## src/rtl/blitter_pkg.sv

```systemverilog
// Shared definitions for the sprite blitter.
// Contents:
//   state_t        - pass sequencer states
//   SCREEN_*_DEF   - default visible frame size (160x120)
//   BG_COLOUR_DEF  - default erase / clear colour
//   bus_field()    - extracts one slot's field from a packed per-slot bus
package blitter_pkg;

    typedef enum logic [2:0] {
        ST_IDLE      = 3'd0,
        ST_CLEAR     = 3'd1,
        ST_ERASE_SEL = 3'd2,
        ST_ERASE_PIX = 3'd3,
        ST_DRAW_SEL  = 3'd4,
        ST_DRAW_PIX  = 3'd5,
        ST_FINISH    = 3'd6
    } state_t;

    localparam int SCREEN_W_DEF  = 160;
    localparam int SCREEN_H_DEF  = 120;
    localparam int BG_COLOUR_DEF = 0;

    // Packed slot buses are zero-extended to this width before slicing.
    localparam int BUS_MAX = 256;

    // Returns bits [idx*width +: width] of a packed bus, right-aligned.
    function automatic logic [31:0] bus_field(input logic [BUS_MAX-1:0] bus,
                                              input int unsigned       idx,
                                              input int unsigned       width);
        logic [BUS_MAX-1:0] shifted;
        logic [31:0]        mask;
        shifted = bus >> (idx * width);
        mask    = (32'd1 << width) - 32'd1;
        return shifted[31:0] & mask;
    endfunction

endpackage

```

## src/rtl/sprite_blitter_rect_scan.sv

```systemverilog
// Row-major rectangle scanner shared by the clear, erase and draw phases.
// Ports:
//   clock, resetn  - clock, async active-low reset
//   i_start        - load a new w x h scan; first pixel is presented next cycle
//   i_w, i_h       - rectangle size (must be non-zero when i_start is high)
//   o_col, o_row   - coordinates the scanner will hold next cycle (look-ahead)
//   o_valid        - look-ahead valid: next cycle is a scan pixel
//   o_last         - the pixel held this cycle is the final one of the scan
// The look-ahead outputs let the parent register its pixel outputs so that
// each pixel appears on the same cycle the scanner holds it.
module rect_scan #(
    parameter int CW = 8,
    parameter int RW = 7
) (
    input  logic          clock,
    input  logic          resetn,
    input  logic          i_start,
    input  logic [CW-1:0] i_w,
    input  logic [RW-1:0] i_h,
    output logic [CW-1:0] o_col,
    output logic [RW-1:0] o_row,
    output logic          o_valid,
    output logic          o_last
);

    logic [CW-1:0] r_col;
    logic [CW-1:0] r_w;
    logic [RW-1:0] r_row;
    logic [RW-1:0] r_h;
    logic          r_valid;
    logic          w_col_end;
    logic          w_row_end;

    assign w_col_end = (r_col == r_w - CW'(1));
    assign w_row_end = (r_row == r_h - RW'(1));
    assign o_last    = r_valid && w_col_end && w_row_end;

    // Next scan position: column fastest, stop after the bottom-right pixel.
    always_comb begin
        o_col   = r_col;
        o_row   = r_row;
        o_valid = r_valid;
        if (i_start) begin
            o_col   = '0;
            o_row   = '0;
            o_valid = 1'b1;
        end else if (r_valid) begin
            if (w_col_end) begin
                o_col = '0;
                if (w_row_end) begin
                    o_valid = 1'b0;
                end else begin
                    o_row = r_row + RW'(1);
                end
            end else begin
                o_col = r_col + CW'(1);
            end
        end
    end

    always_ff @(posedge clock or negedge resetn) begin
        if (!resetn) begin
            r_col   <= '0;
            r_row   <= '0;
            r_valid <= 1'b0;
            r_w     <= '0;
            r_h     <= '0;
        end else begin
            r_col   <= o_col;
            r_row   <= o_row;
            r_valid <= o_valid;
            if (i_start) begin
                r_w <= i_w;
                r_h <= i_h;
            end
        end
    end

endmodule

```

## src/rtl/sprite_blitter.sv

```systemverilog
// Erase/redraw engine for NUM_SPRITES rectangular sprites.
// On frame_tick it snapshots all sprite inputs, erases every rectangle drawn
// in the previous pass, then draws every enabled sprite, one pixel per cycle.
// clear_req fills the whole screen with BG_COLOUR instead.
// Ports:
//   clock, resetn        - clock, async active-low reset
//   frame_tick           - start an erase/redraw pass
//   clear_req            - start a full-screen clear (wins over frame_tick)
//   spr_en/x/y/w/h/colour - packed per-slot sprite description
//   x, y, colour, plot   - registered pixel write port to the VGA adapter
//   busy                 - a pass or clear is in progress
//   done                 - one-cycle pulse in the cycle after the last pixel
//   overrun              - frame_tick arrived while busy (one cycle later)
module sprite_blitter
    import blitter_pkg::*;
#(
    parameter int NUM_SPRITES = 4,
    parameter int XW          = 8,
    parameter int YW          = 7,
    parameter int SCREEN_W    = SCREEN_W_DEF,
    parameter int SCREEN_H    = SCREEN_H_DEF,
    parameter int DW          = 5,
    parameter int COLOUR_W    = 3,
    parameter int BG_COLOUR   = BG_COLOUR_DEF
) (
    input  logic                            clock,
    input  logic                            resetn,
    input  logic                            frame_tick,
    input  logic                            clear_req,
    input  logic [NUM_SPRITES-1:0]          spr_en,
    input  logic [NUM_SPRITES*XW-1:0]       spr_x,
    input  logic [NUM_SPRITES*YW-1:0]       spr_y,
    input  logic [NUM_SPRITES*DW-1:0]       spr_w,
    input  logic [NUM_SPRITES*DW-1:0]       spr_h,
    input  logic [NUM_SPRITES*COLOUR_W-1:0] spr_colour,
    output logic [XW-1:0]                   x,
    output logic [YW-1:0]                   y,
    output logic [COLOUR_W-1:0]             colour,
    output logic                            plot,
    output logic                            busy,
    output logic                            done,
    output logic                            overrun
);

    localparam int               SW        = (NUM_SPRITES > 1) ? $clog2(NUM_SPRITES) : 1;
    localparam logic [SW-1:0]    LAST_SLOT = SW'(NUM_SPRITES - 1);

    state_t                r_state;
    state_t                w_next_state;
    logic [SW-1:0]         r_slot;
    logic [SW-1:0]         w_next_slot;

    // Snapshot of the sprite inputs taken when a pass is accepted.
    logic [NUM_SPRITES-1:0] r_sh_en;
    logic [XW-1:0]          r_sh_x   [NUM_SPRITES];
    logic [YW-1:0]          r_sh_y   [NUM_SPRITES];
    logic [DW-1:0]          r_sh_w   [NUM_SPRITES];
    logic [DW-1:0]          r_sh_h   [NUM_SPRITES];
    logic [COLOUR_W-1:0]    r_sh_col [NUM_SPRITES];

    // Rectangles actually drawn last pass, erased at the start of the next.
    logic [NUM_SPRITES-1:0] r_prev_valid;
    logic [XW-1:0]          r_prev_x [NUM_SPRITES];
    logic [YW-1:0]          r_prev_y [NUM_SPRITES];
    logic [DW-1:0]          r_prev_w [NUM_SPRITES];
    logic [DW-1:0]          r_prev_h [NUM_SPRITES];

    logic [BUS_MAX-1:0]     w_en_bus;
    logic [BUS_MAX-1:0]     w_x_bus;
    logic [BUS_MAX-1:0]     w_y_bus;
    logic [BUS_MAX-1:0]     w_w_bus;
    logic [BUS_MAX-1:0]     w_h_bus;
    logic [BUS_MAX-1:0]     w_col_bus;

    logic                   w_start;
    logic [XW-1:0]          w_scan_w;
    logic [YW-1:0]          w_scan_h;
    logic [XW-1:0]          w_scan_col;
    logic [YW-1:0]          w_scan_row;
    logic                   w_scan_valid;
    logic                   w_scan_last;

    logic                   w_accept_tick;
    logic                   w_accept_clear;
    logic                   w_draw_ok;
    logic                   w_busy;

    logic [XW-1:0]          w_base_x;
    logic [YW-1:0]          w_base_y;
    logic [COLOUR_W-1:0]    w_pix_colour;
    logic                   w_pix_state;
    logic [XW:0]            w_sum_x;
    logic [YW:0]            w_sum_y;
    logic                   w_plot_next;

    logic [XW-1:0]          r_x;
    logic [YW-1:0]          r_y;
    logic [COLOUR_W-1:0]    r_colour;
    logic                   r_plot;
    logic                   r_overrun;

    assign w_en_bus  = BUS_MAX'(spr_en);
    assign w_x_bus   = BUS_MAX'(spr_x);
    assign w_y_bus   = BUS_MAX'(spr_y);
    assign w_w_bus   = BUS_MAX'(spr_w);
    assign w_h_bus   = BUS_MAX'(spr_h);
    assign w_col_bus = BUS_MAX'(spr_colour);

    assign w_busy    = (r_state != ST_IDLE) && (r_state != ST_FINISH);
    assign w_draw_ok = r_sh_en[r_slot] && (r_sh_w[r_slot] != '0) && (r_sh_h[r_slot] != '0);

    rect_scan #(
        .CW (XW),
        .RW (YW)
    ) u_scan (
        .clock   (clock),
        .resetn  (resetn),
        .i_start (w_start),
        .i_w     (w_scan_w),
        .i_h     (w_scan_h),
        .o_col   (w_scan_col),
        .o_row   (w_scan_row),
        .o_valid (w_scan_valid),
        .o_last  (w_scan_last)
    );

    // Pass sequencer. FINISH accepts new requests exactly like IDLE so that
    // back-to-back frames lose no cycle.
    always_comb begin
        w_next_state   = r_state;
        w_next_slot    = r_slot;
        w_start        = 1'b0;
        w_scan_w       = '0;
        w_scan_h       = '0;
        w_accept_tick  = 1'b0;
        w_accept_clear = 1'b0;
        case (r_state)
            ST_IDLE, ST_FINISH: begin
                if (clear_req) begin
                    w_next_state   = ST_CLEAR;
                    w_start        = 1'b1;
                    w_scan_w       = XW'(SCREEN_W);
                    w_scan_h       = YW'(SCREEN_H);
                    w_accept_clear = 1'b1;
                end else if (frame_tick) begin
                    w_next_state  = ST_ERASE_SEL;
                    w_next_slot   = '0;
                    w_accept_tick = 1'b1;
                end else begin
                    w_next_state = ST_IDLE;
                end
            end
            ST_CLEAR: begin
                if (w_scan_last) begin
                    w_next_state = ST_FINISH;
                end
            end
            ST_ERASE_SEL: begin
                if (r_prev_valid[r_slot]) begin
                    w_next_state = ST_ERASE_PIX;
                    w_start      = 1'b1;
                    w_scan_w     = XW'(r_prev_w[r_slot]);
                    w_scan_h     = YW'(r_prev_h[r_slot]);
                end else if (r_slot == LAST_SLOT) begin
                    w_next_state = ST_DRAW_SEL;
                    w_next_slot  = '0;
                end else begin
                    w_next_slot = r_slot + SW'(1);
                end
            end
            ST_ERASE_PIX: begin
                if (w_scan_last) begin
                    w_next_state = (r_slot == LAST_SLOT) ? ST_DRAW_SEL : ST_ERASE_SEL;
                    w_next_slot  = (r_slot == LAST_SLOT) ? '0 : r_slot + SW'(1);
                end
            end
            ST_DRAW_SEL: begin
                if (w_draw_ok) begin
                    w_next_state = ST_DRAW_PIX;
                    w_start      = 1'b1;
                    w_scan_w     = XW'(r_sh_w[r_slot]);
                    w_scan_h     = YW'(r_sh_h[r_slot]);
                end else if (r_slot == LAST_SLOT) begin
                    w_next_state = ST_FINISH;
                end else begin
                    w_next_slot = r_slot + SW'(1);
                end
            end
            ST_DRAW_PIX: begin
                if (w_scan_last) begin
                    w_next_state = (r_slot == LAST_SLOT) ? ST_FINISH : ST_DRAW_SEL;
                    w_next_slot  = (r_slot == LAST_SLOT) ? r_slot : r_slot + SW'(1);
                end
            end
            default: begin
                w_next_state = ST_IDLE;
            end
        endcase
    end

    // Describes the pixel of the coming cycle so the write port is registered
    // yet shows each pixel in the cycle that owns it. Sums are one bit wider
    // than the coordinates so off-screen pixels are clipped, never wrapped.
    always_comb begin
        w_base_x     = '0;
        w_base_y     = '0;
        w_pix_colour = COLOUR_W'(BG_COLOUR);
        w_pix_state  = 1'b0;
        case (w_next_state)
            ST_CLEAR: begin
                w_pix_state = 1'b1;
            end
            ST_ERASE_PIX: begin
                w_pix_state = 1'b1;
                w_base_x    = r_prev_x[w_next_slot];
                w_base_y    = r_prev_y[w_next_slot];
            end
            ST_DRAW_PIX: begin
                w_pix_state  = 1'b1;
                w_base_x     = r_sh_x[w_next_slot];
                w_base_y     = r_sh_y[w_next_slot];
                w_pix_colour = r_sh_col[w_next_slot];
            end
            default: begin
                w_pix_state = 1'b0;
            end
        endcase
        w_sum_x     = {1'b0, w_base_x} + {1'b0, w_scan_col};
        w_sum_y     = {1'b0, w_base_y} + {1'b0, w_scan_row};
        w_plot_next = w_pix_state && w_scan_valid
                      && (w_sum_x < (XW+1)'(SCREEN_W))
                      && (w_sum_y < (YW+1)'(SCREEN_H));
    end

    // State, snapshot, drawn-rectangle bookkeeping and registered outputs.
    // A slot's drawn rectangle is recorded in its draw-select cycle; by then
    // every erase has already been issued.
    always_ff @(posedge clock or negedge resetn) begin
        if (!resetn) begin
            r_state      <= ST_IDLE;
            r_slot       <= '0;
            r_sh_en      <= '0;
            r_prev_valid <= '0;
            for (int i = 0; i < NUM_SPRITES; i++) begin
                r_sh_x[i]   <= '0;
                r_sh_y[i]   <= '0;
                r_sh_w[i]   <= '0;
                r_sh_h[i]   <= '0;
                r_sh_col[i] <= '0;
                r_prev_x[i] <= '0;
                r_prev_y[i] <= '0;
                r_prev_w[i] <= '0;
                r_prev_h[i] <= '0;
            end
            r_x       <= '0;
            r_y       <= '0;
            r_colour  <= '0;
            r_plot    <= 1'b0;
            r_overrun <= 1'b0;
        end else begin
            r_state   <= w_next_state;
            r_slot    <= w_next_slot;
            r_overrun <= frame_tick && w_busy;

            if (w_accept_tick) begin
                for (int i = 0; i < NUM_SPRITES; i++) begin
                    r_sh_en[i]  <= (bus_field(w_en_bus, i, 1) != 32'd0);
                    r_sh_x[i]   <= XW'(bus_field(w_x_bus, i, XW));
                    r_sh_y[i]   <= YW'(bus_field(w_y_bus, i, YW));
                    r_sh_w[i]   <= DW'(bus_field(w_w_bus, i, DW));
                    r_sh_h[i]   <= DW'(bus_field(w_h_bus, i, DW));
                    r_sh_col[i] <= COLOUR_W'(bus_field(w_col_bus, i, COLOUR_W));
                end
            end

            if (w_accept_clear) begin
                r_prev_valid <= '0;
            end else if (r_state == ST_DRAW_SEL) begin
                r_prev_valid[r_slot] <= w_draw_ok;
                r_prev_x[r_slot]     <= r_sh_x[r_slot];
                r_prev_y[r_slot]     <= r_sh_y[r_slot];
                r_prev_w[r_slot]     <= r_sh_w[r_slot];
                r_prev_h[r_slot]     <= r_sh_h[r_slot];
            end

            r_plot <= w_plot_next;
            if (w_plot_next) begin
                r_x      <= w_sum_x[XW-1:0];
                r_y      <= w_sum_y[YW-1:0];
                r_colour <= w_pix_colour;
            end else begin
                r_x      <= '0;
                r_y      <= '0;
                r_colour <= '0;
            end
        end
    end

    assign x       = r_x;
    assign y       = r_y;
    assign colour  = r_colour;
    assign plot    = r_plot;
    assign busy    = w_busy;
    assign done    = (r_state == ST_FINISH);
    assign overrun = r_overrun;

endmodule

```

## config.mk

```make
export PLATFORM = sky130hd
export DESIGN_NAME = sprite_blitter
export DESIGN_NICKNAME = d
export VERILOG_FILES = /design/src/rtl/blitter_pkg.sv /design/src/rtl/sprite_blitter_rect_scan.sv /design/src/rtl/sprite_blitter.sv
export SDC_FILE = /design/constraint.sdc
export NUM_CORES = 1
export LEC_CHECK = 0
export CORE_ASPECT_RATIO = 0.8
export CORE_MARGIN = 5
export CORE_UTILIZATION = 54
export CTS_BUF_LIST = sky130_fd_sc_hd__clkbuf_4 sky130_fd_sc_hd__clkbuf_8
export CTS_CLUSTER_DIAMETER = 150
export DETAILED_ROUTE_END_ITERATION = 7
export GPL_TIMING_DRIVEN = 0
export PLACE_DENSITY_LB_ADDON = 0.25
export SYNTH_ARGS = -nofsm -noshare
export SYNTH_HDL_FRONTEND = slang
export SYNTH_SLANG_ARGS = --single-unit
```

## constraint.sdc

```tcl
create_clock -name clock -period 5.6 [get_ports clock]
set_input_delay 1.4 -clock clock [delete_from_list [all_inputs] [get_ports clock]]
set_output_delay 1.4 -clock clock [all_outputs]
set_load 0.02 [all_outputs]
```

==> impl_summary.log <==
INFO  metric total_leakage_power = around 8.4 nW
INFO  metric synth.avg_cell_area = approximately 10 um^2
INFO  metric grt_setup_unrepaired = true
INFO  metric reg2regPathDepth = 25
INFO  metric clkLatencyLatePin = a little under 0.6 ns
INFO  metric netlist-cell-type-count = 75
INFO  metric critPathLaunchType = register
INFO  metric final_replace_weighted_congestion = around 1.0
INFO  metric max_slew_margin = between 20 and 30%
INFO  metric finalWirelength = approximately 47000 um
INFO  metric routed_via_density = a little over 6
INFO  metric synth-seq-cells = 272
INFO  metric clk_pin_slew = around 0.06 ns
INFO  metric drv.max_cap_violation_count = 0
INFO  metric required = a little over 6 ns
INFO  metric cts-root-to-sink-buffers = 3
INFO  metric layout.nets = ~1900
INFO  metric overall_global_routing_resource_usage = 30.0%
INFO  metric async_flop_share = 100%
INFO  metric die_w = 194 um
INFO  metric worstHoldPathType = reg2reg
INFO  metric worst_r2r_startpoint = r_slot[0]$_DFF_PN0_
INFO  metric layout.cells.most_common = sky130_fd_sc_hd__nand2_1
INFO  metric cts_htree_levels = 2
INFO  metric core_area = between 20000 and 30000 um^2
INFO  metric initialDrtViolationCount = approximately 1600
INFO  metric pin_count_of_the_biggest_net_entering_global_routing = between 100 and 150
INFO  metric timing.clock.skew = approximately 0.027 ns
INFO  metric cts_made_buffers = between 40 and 50
INFO  metric worst-slew-pin-transition = roughly 1.1 ns
INFO  metric post-dp-hpwl = between 30000 and 40000 um
INFO  metric clock_tree_from_tritoncts = yes
INFO  metric hold_viol = 0
INFO  metric antenna_violating_nets_left = 0
INFO  metric post_route_non_filler_standard_cell_count = 2105
INFO  metric layout-drive-gt1-share = about 22%
INFO  metric io_pins = 142
INFO  metric area_growth_from_synthesis_to_layout = 27.5%
INFO  metric worst_slack_after_detailed_placement = -1.92 ns
INFO  metric final.min_clock_period = 5.66 ns
INFO  metric outcome = finished with violations
INFO  metric antennaDiodeCount = 0
INFO  metric cts.hold.buffers_added = 0
INFO  metric worst-r2r-setup-slack = -0.06 ns
INFO  metric dpl.cell_count = approximately 2000
INFO  metric period_share = 101%
INFO  metric clock_sinks = around 270
INFO  metric criticalPathCategory = reg2reg
INFO  metric synth_top_flop_cell = sky130_fd_sc_hd__dfrtp_1
INFO  metric layout.cell_area.non_filler = ~19000 um^2
INFO  metric post_drt_wl_per_cell = ~22 um
INFO  metric dieArea = ~30000 um^2
INFO  metric finalCoreUtilization = 69.2%
INFO  metric grt_first_pass_wirelength = slightly above 70000 um
INFO  metric final-setup-viol-count = 6
INFO  metric critical_path_arrival = between 6 and 7 ns
INFO  metric start_util = between 50% and 60%
INFO  metric cts_root_buf = sky130_fd_sc_hd__clkbuf_8
INFO  metric crit-reg2reg-capture = colour[0]$_DFF_PN0_
INFO  metric synthesis.nets = 1606
INFO  metric cp-startpoint = r_slot[0]$_DFF_PN0_
INFO  metric drt_pass1_iterations = 7
INFO  metric layout.cells.most_common_list = 278 x sky130_fd_sc_hd__nand2_1, 271 x sky130_fd_sc_hd__dfrtp_1, 140 x sky130_fd_sc_hd__clkdlybuf4s50_1
INFO  metric critPathMaxFanout = 8
INFO  metric synth-edff-count = 0
INFO  metric top_achievable_clock_speed = approximately 180 MHz
INFO  metric final_critical_path_setup_slack = -0.0624 ns
INFO  metric via_count = 13000
INFO  metric buffer_ports.inserted = between 100 and 150
INFO  metric syn_inst = about 1500
INFO  metric worst_hold_path.num_cells = 2
INFO  metric finalMaxSlewViolations = 0
INFO  metric syn-cell-area = ~15000 um^2
INFO  metric crit_path_end_kind = register
INFO  metric post-route-drc-count = 0
INFO  metric total_power_per_unit_cell_area = 220 nW/um^2
INFO  metric fp.dieH = roughly 160 um
INFO  metric floorplan.rows = between 50 and 60
INFO  metric ir_worst_vdd = roughly 250 uV
INFO  metric antenna_found_initial = 1
INFO  metric endpoint = colour[0]$_DFF_PN0_
INFO  metric globalRouteOverflowTotal = 0
INFO  metric violations = negative setup slack
INFO  metric first_global_vias = ~13000
INFO  metric design_power_total = ~4 mW
INFO  metric synth.yosys.warnings = 0
INFO  metric synth_seq_area_share = between 40% and 50%
INFO  metric dpl_cell_area = ~17000 um^2
==> power by group <==
group / leakage (nW) / switching, mW / internal (mW) / total (mW)
logic: 4.47 / 0.105 / 0.120 / 0.225
clock network: 0.523 / 0.840 / 1.03 / 1.87
registers: 3.44 / 0.0210 / 2.01 / 2.03
total: 8.43 / 0.966 / 3.15 / 4.12
==> logic make-up (layout without fill, tap and decap cells) <==
group | after synthesis | in the layout | share of synthesized area, %
AOI/OAI and AO/OA | 335 | 335 | 16.0
xor gates and xnor gates | 33 | 33 | 1.97
adders and majority gates | 25 | 25 | 2.23
buffers and inverters | 204 | 483 | 5.51
DFF | 272 | 272 | 46.4
muxes | 178 | 178 | 15.8
and+or+nand+nor | 414 | 415 | 12.2
==> critical path, stage by stage, from the launching register on <==
cell	delay [ns]
sky130_fd_sc_hd__dfrtp_1	0.36
sky130_fd_sc_hd__buf_6	0.16
sky130_fd_sc_hd__buf_12	0.13
sky130_fd_sc_hd__mux4_2	0.56
sky130_fd_sc_hd__nor4_4	0.41
sky130_fd_sc_hd__buf_4	0.19
sky130_fd_sc_hd__a31oi_4	0.08
sky130_fd_sc_hd__o31a_4	0.16
sky130_fd_sc_hd__a311oi_4	0.39
sky130_fd_sc_hd__buf_4	0.20
sky130_fd_sc_hd__buf_8	0.13
sky130_fd_sc_hd__a2111oi_2	0.06
sky130_fd_sc_hd__mux2i_4	0.20
sky130_fd_sc_hd__o2111ai_2	0.16
sky130_fd_sc_hd__ha_2	0.25
sky130_fd_sc_hd__fa_2	0.37
sky130_fd_sc_hd__a21o_1	0.20
sky130_fd_sc_hd__a21oi_2	0.19
sky130_fd_sc_hd__nor2_1	0.08
sky130_fd_sc_hd__a311oi_2	0.38
sky130_fd_sc_hd__nor4_4	0.09
sky130_fd_sc_hd__a211oi_4	0.26
sky130_fd_sc_hd__buf_12	0.16
sky130_fd_sc_hd__nand4_1	0.11
sky130_fd_sc_hd__buf_6	0.17
sky130_fd_sc_hd__o22ai_2	0.13
==> worst min path at each step <==
stage                               endpoint                      from
floorplan            r_prev_w[5]$_DFFE_PN0P_   r_prev_w[5]$_DFFE_PN0P_
global placement    r_prev_w[13]$_DFFE_PN0P_  r_prev_w[13]$_DFFE_PN0P_
detailed placement   r_prev_x[8]$_DFFE_PN0P_   r_prev_x[8]$_DFFE_PN0P_
CTS                 r_prev_w[10]$_DFFE_PN0P_  r_prev_w[10]$_DFFE_PN0P_
global route        r_prev_y[27]$_DFFE_PN0P_  r_prev_y[27]$_DFFE_PN0P_
finish              r_prev_x[23]$_DFFE_PN0P_  r_prev_x[23]$_DFFE_PN0P_
==> final cells by class <==
type	instances	area, um^2
Tap cell	364	455
Multi-Input combinational cell	986	7600
Fill cell	2045	8320
Sequential cell	272	6810
Timing Repair Buffer	200	1950
Buffer	103	548
Clock buffer	71	896
Inverter	98	374
Clock inverter	11	68.8
==> metrics by stage <==
| step | hold WS [ns] | TNS, ns |
|---|---|---|
| final | 0.477 | -0.231 |
| after global routing | 0.487 | -4.19 |
| after CTS | 0.476 | 0 |
| after detailed placement | 0.462 | -31.83 |
| after global placement | 0.453 | -2305.62 |
| after floorplan | 0.440 | 0 |
==> cells in the mapped netlist (5+ instances only) <==
cell type / instances / area (um^2)
sky130_fd_sc_hd__dfrtp_1: 272 / 6810
sky130_fd_sc_hd__xor2_1: 19 / 166
sky130_fd_sc_hd__o2111ai_1: 16 / 140
sky130_fd_sc_hd__o21ai_0: 126 / 631
sky130_fd_sc_hd__a2111oi_0: 30 / 263
sky130_fd_sc_hd__a21oi_1: 19 / 95.1
sky130_fd_sc_hd__a221oi_1: 33 / 289
sky130_fd_sc_hd__nor3_1: 14 / 70.1
sky130_fd_sc_hd__nand4_1: 9 / 56.3
sky130_fd_sc_hd__a221o_1: 5 / 50.1
sky130_fd_sc_hd__ha_1: 23 / 288
sky130_fd_sc_hd__buf_2: 5 / 25.0
sky130_fd_sc_hd__mux2_2: 83 / 935
sky130_fd_sc_hd__nand2_1: 280 / 1050
sky130_fd_sc_hd__xnor2_1: 14 / 123
sky130_fd_sc_hd__a311oi_1: 16 / 140
sky130_fd_sc_hd__nor2_1: 50 / 188
sky130_fd_sc_hd__o21a_1: 5 / 37.5
sky130_fd_sc_hd__and3_1: 11 / 68.8
sky130_fd_sc_hd__o31ai_1: 15 / 113
sky130_fd_sc_hd__nand2b_1: 5 / 31.3
sky130_fd_sc_hd__mux2i_1: 61 / 611
sky130_fd_sc_hd__mux4_2: 34 / 766
sky130_fd_sc_hd__a21o_1: 6 / 45.0
sky130_fd_sc_hd__clkbuf_1: 83 / 312
sky130_fd_sc_hd__o211ai_1: 20 / 150
sky130_fd_sc_hd__buf_1: 12 / 45.0
sky130_fd_sc_hd__nand3_1: 11 / 55.1
sky130_fd_sc_hd__inv_1: 97 / 364
sky130_fd_sc_hd__nor2b_1: 6 / 37.5
==> state kept, by name, indices dropped and copies added, names as in the netlist, 5 cells and up <==
| name | flops |
|---|---|
| r_prev_y | 28 |
| u_scan.r_w | 5 |
| y | 7 |
| r_sh_x | 32 |
| r_sh_y | 28 |
| r_sh_w | 20 |
| x | 8 |
| r_prev_h | 20 |
| r_sh_h | 20 |
| u_scan.r_h | 6 |
| u_scan.r_row | 7 |
| r_prev_x | 32 |
| u_scan.r_col | 8 |
| r_sh_col | 12 |
| r_prev_w | 20 |
==> metal layers <==
layer | GRT usage, % | wire [um] | share of wire [%]
met1 | 41.7 | 19800 | 42
met2 | 45.9 | 21200 | 45
met3 | 9.07 | 5000 | 11
met4 | 9.37 | 1280 | 2.7
met5 | 0 | 0 | 0
==> timing repair <==
| action | in CTS | in global routing |
|---|---|---|
| pin swaps | 17 | 27 |
| buffers inserted | 37 | 20 |
| gates cloned | 0 | 1 |
| resized for setup | 94 | 83 |
| setup endpoints to repair | 19 | 19 |
Note: power is estimated with default switching activity, not from simulation.
